## config.mk

```make
export PLATFORM = sky130hd
export DESIGN_NAME = fwd_power_monitor
export DESIGN_NICKNAME = d
export VERILOG_FILES = /design/src/rtl/fwd_power_monitor.sv
export SDC_FILE = /design/constraint.sdc
export NUM_CORES = 1
export LEC_CHECK = 0
export CAP_MARGIN = 0
export CORE_MARGIN = 2
export CORE_UTILIZATION = 55
export CTS_CLUSTER_DIAMETER = 60
export CTS_CLUSTER_SIZE = 28
export DETAILED_ROUTE_END_ITERATION = 6
export MAX_ROUTING_LAYER = met4
export PLACE_DENSITY = 0.76
export SETUP_SLACK_MARGIN = 0.3
export SYNTH_ARGS = -nofsm -noshare
export SYNTH_HDL_FRONTEND = slang
export SYNTH_SLANG_ARGS = --single-unit
```

## constraint.sdc

```tcl
create_clock -name clock -period 4 [get_ports clock]
set_input_delay 0.8 -clock clock [delete_from_list [all_inputs] [get_ports clock]]
set_output_delay 0.8 -clock clock [all_outputs]
set_load 0.005 [all_outputs]
```

## src/rtl/fwd_power_monitor.sv

```systemverilog
// Forward-power monitor: boxcar moving average, decaying peak hold and a
// sticky over-power trip. It consumes 12-bit VFWD readings from the ADC
// interface and runs on the same clock.
//
// Ports:
//   clock        system clock
//   nreset       asynchronous active-low reset
//   sample       12-bit unsigned forward-power reading
//   sample_valid one-clock strobe, sample valid this cycle
//   threshold    12-bit over-power limit, used when a sample is accepted
//   clear_trip   level, clears trip and the consecutive-over counter
//   avg          moving average of the last 2^AVG_LOG2 accepted samples
//   avg_valid    one-clock strobe when avg updates
//   peak         peak-hold value, decays 1 LSB every DECAY_DIV clocks
//   trip         sticky over-power flag
module fwd_power_monitor #(
  parameter int unsigned AVG_LOG2   = 4,
  parameter int unsigned DECAY_DIV  = 48000,
  parameter int unsigned TRIP_COUNT = 4
) (
  input  logic        clock,
  input  logic        nreset,
  input  logic [11:0] sample,
  input  logic        sample_valid,
  input  logic [11:0] threshold,
  input  logic        clear_trip,
  output logic [11:0] avg,
  output logic        avg_valid,
  output logic [11:0] peak,
  output logic        trip
);

  localparam int unsigned N  = 1 << AVG_LOG2;
  localparam int unsigned SW = 12 + AVG_LOG2;
  localparam int unsigned DW = (DECAY_DIV > 1) ? $clog2(DECAY_DIV) : 1;
  localparam int unsigned TW = $clog2(TRIP_COUNT + 1);
  localparam logic [DW-1:0] DEC_LAST = DW'(DECAY_DIV - 1);
  localparam logic [TW-1:0] TRIP_MAX = TW'(TRIP_COUNT);

  typedef enum logic [1:0] {ST_IDLE, ST_CALC, ST_OUT} state_e;

  state_e               state_q;
  logic [11:0]          smp_q;
  logic [SW-1:0]        sum_q, sum_d;
  logic [AVG_LOG2-1:0]  ptr_q;
  logic [11:0]          ring_q [N];
  logic [11:0]          avg_q;
  logic                 avg_valid_q;
  logic [11:0]          peak_q, peak_d;
  logic [DW-1:0]        dcnt_q, dcnt_d;
  logic [TW-1:0]        tcnt_q, tcnt_d, tcnt_inc;
  logic                 trip_q, trip_d;
  logic                 accept, dec_tick, over;
  logic [11:0]          oldest;

  always_comb begin
    accept   = (state_q == ST_IDLE) && sample_valid;
    oldest   = ring_q[ptr_q];
    sum_d    = sum_q + SW'(smp_q) - SW'(oldest);

    // Decay counter free-runs; a new peak restarts it and beats a
    // coincident decay tick.
    dec_tick = (dcnt_q == DEC_LAST);
    dcnt_d   = dec_tick ? '0 : dcnt_q + 1'b1;
    peak_d   = peak_q;
    if (dec_tick && (peak_q != '0)) peak_d = peak_q - 1'b1;
    if (accept && (sample >= peak_q)) begin
      peak_d = sample;
      dcnt_d = '0;
    end

    // Completing the run sets trip even when clear_trip is asserted.
    over     = sample > threshold;
    tcnt_inc = (tcnt_q == TRIP_MAX) ? tcnt_q : tcnt_q + 1'b1;
    tcnt_d   = tcnt_q;
    trip_d   = trip_q;
    if (accept && over && (tcnt_inc == TRIP_MAX)) begin
      tcnt_d = TRIP_MAX;
      trip_d = 1'b1;
    end else if (clear_trip) begin
      tcnt_d = '0;
      trip_d = 1'b0;
    end else if (accept) begin
      tcnt_d = over ? tcnt_inc : '0;
    end
  end

  always_ff @(posedge clock or negedge nreset) begin
    if (!nreset) begin
      state_q     <= ST_IDLE;
      smp_q       <= '0;
      sum_q       <= '0;
      ptr_q       <= '0;
      ring_q      <= '{default: '0};
      avg_q       <= '0;
      avg_valid_q <= 1'b0;
      peak_q      <= '0;
      dcnt_q      <= '0;
      tcnt_q      <= '0;
      trip_q      <= 1'b0;
    end else begin
      avg_valid_q <= 1'b0;
      peak_q      <= peak_d;
      dcnt_q      <= dcnt_d;
      tcnt_q      <= tcnt_d;
      trip_q      <= trip_d;
      case (state_q)
        ST_IDLE: begin
          if (sample_valid) begin
            smp_q   <= sample;
            state_q <= ST_CALC;
          end
        end
        ST_CALC: begin
          sum_q         <= sum_d;
          ring_q[ptr_q] <= smp_q;
          ptr_q         <= ptr_q + 1'b1;
          // avg and its strobe are loaded on entry to OUT so that they are
          // visible during the OUT cycle itself.
          avg_q         <= sum_d[SW-1:AVG_LOG2];
          avg_valid_q   <= 1'b1;
          state_q       <= ST_OUT;
        end
        ST_OUT:  state_q <= ST_IDLE;
        default: state_q <= ST_IDLE;
      endcase
    end
  end

  assign avg       = avg_q;
  assign avg_valid = avg_valid_q;
  assign peak      = peak_q;
  assign trip      = trip_q;

endmodule

```

==> flow_metrics.env <==
export IMPL_netlist_area_sq_um=13400
export IMPL_cp_cell_sequence="buf_12, buf_8, mux4_2, mux4_2, fa_1, fa_2, nand2b_4, a21oi_4, o21ai_2, o21a_1, and4_1, or3_1"
export IMPL_coreArea_sq_um=24100
export IMPL_dieWidth_microns=160
export IMPL_fin_setup_tns_ns=0
export IMPL_yosys_warnings=0
export IMPL_worst_endpoint_arrival_ns=4.29
export IMPL_drc_violation_count_after_routing=0
export IMPL_chipHeight_microns=160
export IMPL_num_nets_final=1243
export IMPL_grt_start_max_net_pins=116
export IMPL_comb_power_share=0.558
export IMPL_final_std_cells_w_o_fill=1490
export IMPL_startpoint_class="flip-flop"
export IMPL_syn_inst=1085
export IMPL_final_period_utilization=0.974
export IMPL_dp_hpwl_mm=21.5
export IMPL_postSynthAreaPerCell_sq_um=12.3
export IMPL_drive_above_1_share=0.321
export IMPL_worst_slew_pin_transition_ns=1.01
export IMPL_clock_fmax_mhz=257
export IMPL_vdd_ir_drop_worst_mv=0.625
export IMPL_maximum_buffer_depth_of_the_clock_tree=3
export IMPL_power_leakage_nw=7.11
export IMPL_slew_viol_final=0
export IMPL_whs_ns=0.362
export IMPL_die_area_sq_um=25600
export IMPL_number_of_vias_per_cell=5.99
export IMPL_cp_slowest_stage_delay_ns=0.52
export IMPL_finalClockSkew_ns=0.0235
export IMPL_routabilityCongestion=0.882
export IMPL_initial_antenna_violation_count=0
export IMPL_cts_hold_buffers=0
export IMPL_total_switching_power_mw=5.56
export IMPL_ant_nets=0
export IMPL_setup_worst_path_class="reg -> reg"
export IMPL_postSynthRegisterBits=259
export IMPL_clock_network_latency_to_the_later_pin_of_the_worst_skew_pair_ns=0.51
export IMPL_r2r_setup_slack_ns=0.10
export IMPL_global_route_usage_total=0.266
export IMPL_hp_class="in -> async"
export IMPL_p_sw_frac=0.386
export IMPL_area_growth_synth_to_final_pct=16.4
export IMPL_dpl_worst_slack_ns=0.0118
export IMPL_critical_path_max_fanout=6
export IMPL_cts_clk_slew_worst_paths_ns=0.09
export IMPL_cp_common_cell="sky130_fd_sc_hd__mux4_2"
export IMPL_via_count_of_the_first_global_routing_pass=9318
export IMPL_start_util=0.555
export IMPL_critPathCaptureType="flip-flop"
export IMPL_ctsRootBufferMaster="sky130_fd_sc_hd__clkbuf_16"
export IMPL_rsz0062_at_grt="yes"
export IMPL_placement_rows=57
export IMPL_synth_main_ff_cell="sky130_fd_sc_hd__dfrtp_1"
export IMPL_synth_edff_count=0
export IMPL_wire_per_inst_microns=21.6
export IMPL_critPathSlowestCell="sky130_fd_sc_hd__dfrtp_4"
export IMPL_reg2regPathDepth=12
export IMPL_htree_num_levels=1
export IMPL_grt_pass1_wl_mm=51.9
export IMPL_detail_route_wirelength_mm=32.2
export IMPL_setup_ws_ns=0.103
export IMPL_synth_fp_nets=1173
export IMPL_timing_max_cap_violations=0
export IMPL_cp_data_required_time_ns=4.39
export IMPL_finalCriticalPeriod_ns=3.90
export IMPL_timing_max_slew_rel_slack=0.322
export IMPL_ys_seq_area_frac=0.484
export IMPL_dr_total_vias=8929
export IMPL_synth_distinct_cells=49
export IMPL_powerDensity_nw_per_um2=925
export IMPL_timing_final_setup_violations=0
export IMPL_total_cts_buffers=19
export IMPL_grt_ovfl_total=0
export IMPL_insertedDiodeCount=0
export IMPL_dr_first_iter_drc_count=626
export IMPL_detailedRoute_firstPassIterationCount=5
export IMPL_rr_endpoint="sum_q[12]"
export IMPL_status="finished, final reports clean"
export IMPL_portBuffers=53
export IMPL_hold_viol=0
export IMPL_internal_power_mw=8.84
export IMPL_sequential_share_of_power=0.300
export IMPL_tritoncts_clock_tree="yes"
export IMPL_r2r_start="ptr_q[0]"
export IMPL_power_share_clock=0.142
export IMPL_placed_cells_incl_taps=1439
export IMPL_io_pins=54
export IMPL_synthArstFlopShare=1.00
export IMPL_clkSinkCount=259
## cell usage in the layout (no fill, tap or decap), drive strengths merged, types with 33 or more instances in the layout
cell type      synthesis  final
clkdlybuf4s50          0     52
buf                   22     67
o21ai                 70     70
inv                   79     84
nor2                  33     33
mux4                  60     60
ha                    48     48
dfrtp                259    259
nand2                 91     91
mux2                 173    173
## cells in the mapped netlist (2+ instances only)
| master | instances | area share |
|---|---|---|
| sky130_fd_sc_hd__o21ai_0 | 70 | 0.026 |
| sky130_fd_sc_hd__buf_4 | 13 | 0.0073 |
| sky130_fd_sc_hd__dfrtp_1 | 259 | 0.48 |
| sky130_fd_sc_hd__a2111o_1 | 3 | 0.0025 |
| sky130_fd_sc_hd__nor4_4 | 2 | 0.0032 |
| sky130_fd_sc_hd__clkbuf_1 | 50 | 0.014 |
| sky130_fd_sc_hd__a21o_1 | 6 | 0.0034 |
| sky130_fd_sc_hd__buf_2 | 4 | 0.0015 |
| sky130_fd_sc_hd__mux4_2 | 60 | 0.10 |
| sky130_fd_sc_hd__nor4_1 | 3 | 0.0014 |
| sky130_fd_sc_hd__xnor2_1 | 24 | 0.016 |
| sky130_fd_sc_hd__nand2b_1 | 9 | 0.0042 |
| sky130_fd_sc_hd__a41oi_1 | 2 | 0.0013 |
| sky130_fd_sc_hd__xor2_1 | 12 | 0.0079 |
| sky130_fd_sc_hd__buf_1 | 5 | 0.0014 |
| sky130_fd_sc_hd__a21oi_1 | 25 | 0.0094 |
| sky130_fd_sc_hd__mux2i_1 | 4 | 0.0030 |
| sky130_fd_sc_hd__and2_1 | 2 | 0.00094 |
| sky130_fd_sc_hd__nand2_1 | 90 | 0.025 |
| sky130_fd_sc_hd__nor3_1 | 27 | 0.010 |
| sky130_fd_sc_hd__ha_1 | 48 | 0.045 |
| sky130_fd_sc_hd__inv_1 | 79 | 0.022 |
| sky130_fd_sc_hd__o211ai_1 | 2 | 0.0011 |
| sky130_fd_sc_hd__nor2_1 | 33 | 0.0093 |
| sky130_fd_sc_hd__o311ai_0 | 2 | 0.0013 |
| sky130_fd_sc_hd__nand4_1 | 14 | 0.0065 |
| sky130_fd_sc_hd__a21boi_0 | 2 | 0.0011 |
| sky130_fd_sc_hd__o21a_1 | 3 | 0.0017 |
| sky130_fd_sc_hd__and3_1 | 2 | 0.00094 |
| sky130_fd_sc_hd__a211oi_1 | 4 | 0.0022 |
| sky130_fd_sc_hd__mux2_2 | 173 | 0.15 |
| sky130_fd_sc_hd__and4_1 | 2 | 0.0013 |
| sky130_fd_sc_hd__or4_1 | 3 | 0.0017 |
| sky130_fd_sc_hd__fa_1 | 12 | 0.018 |
| sky130_fd_sc_hd__or3_1 | 2 | 0.00094 |
| sky130_fd_sc_hd__nand3_1 | 21 | 0.0079 |
## critical path: cells and delay by family, from the launching register on
family	cells	cell delay, ns
AOI/OAI and AO/OA	3	0.48
and+or+nand+nor	3	0.65
DFF	1	0.52
muxes	2	0.94
adders and majority gates	2	0.90
buffers and inverters	2	0.29
## final cells by class
type,instances,area [sq um]
clock inverters,10,148
clock buffers,22,507
inverters,80,300
flip-flops and latches,259,6490
repair buffers,121,1230
multi-input cells,674,6500
well taps,324,405
fillers,1813,8540
## sequential cells by signal, summed over array words and instances (netlist names)
register   count
smp_q         12
dcnt_q        16
ring_q       192
peak          12
sum_q         16
avg_valid      1
state_q        2
ptr_q          4
trip           1
tcnt_q         3
## worst max path at each step
stage | from | endpoint | slack [ns] | cells past startpoint
2_1_floorplan | ptr_q[0] | sum_q[12] | 0.29 | 15
3_3_place_gp | ptr_q[0] | sum_q[15] | 0.05 | 12
3_5_place_dp | ptr_q[0] | sum_q[15] | 0.01 | 12
4_1_cts | ptr_q[0] | sum_q[12] | 0.13 | 12
5_1_grt | ptr_q[0] | sum_q[13] | -0.04 | 13
6_report | ptr_q[0] | sum_q[12] | 0.10 | 12
## power by group through the flow
stage               sequential, mW  clock [mW]  combinational (mW)
floorplan                     4.03           0                4.92
global placement              4.31           0                6.20
detailed placement            4.35           0                6.36
CTS                           4.30        2.08                7.24
global route                  4.44        2.17                8.70
finish                        4.32        2.04                8.04
## stage by stage
stage                     instance area, sq um   util  total power, mW
after floorplan                          13500      -             8.94
after global routing                     15600  0.646             15.3
final                                    15600  0.646             14.4
after CTS                                15400  0.641             13.6
after detailed placement                 14500  0.601             10.7
after global placement                   14500  0.601             10.5
## per-layer routing
layer | track usage | wire [microns]
met5 | - | 0
met3 | 0.0364 | 1660
met4 | 0.0930 | 1240
met1 | 0.365 | 13800
met2 | 0.414 | 15500
## logic make-up (layout without fill, tap and decap cells)
family | count (synthesis) | after routing | share of synthesized area
flip-flops | 259 | 259 | 0.484
multiplexers | 237 | 237 | 0.250
AO/OA/AOI/OAI | 126 | 126 | 0.0549
AND/OR/NAND/NOR | 215 | 215 | 0.0779
buffers and inverters | 152 | 233 | 0.0467
XOR/XNOR | 36 | 36 | 0.0236
adder cells (fa/ha/maj) | 60 | 60 | 0.0629
## repair_timing
item | CTS | global route
gates cloned | 2 | 0
setup endpoints to repair | 9 | 13
pin swaps | 10 | 13
setup buffers | 15 | 2
gates resized for setup | 28 | 25
Power figures use the tool's default switching activity.
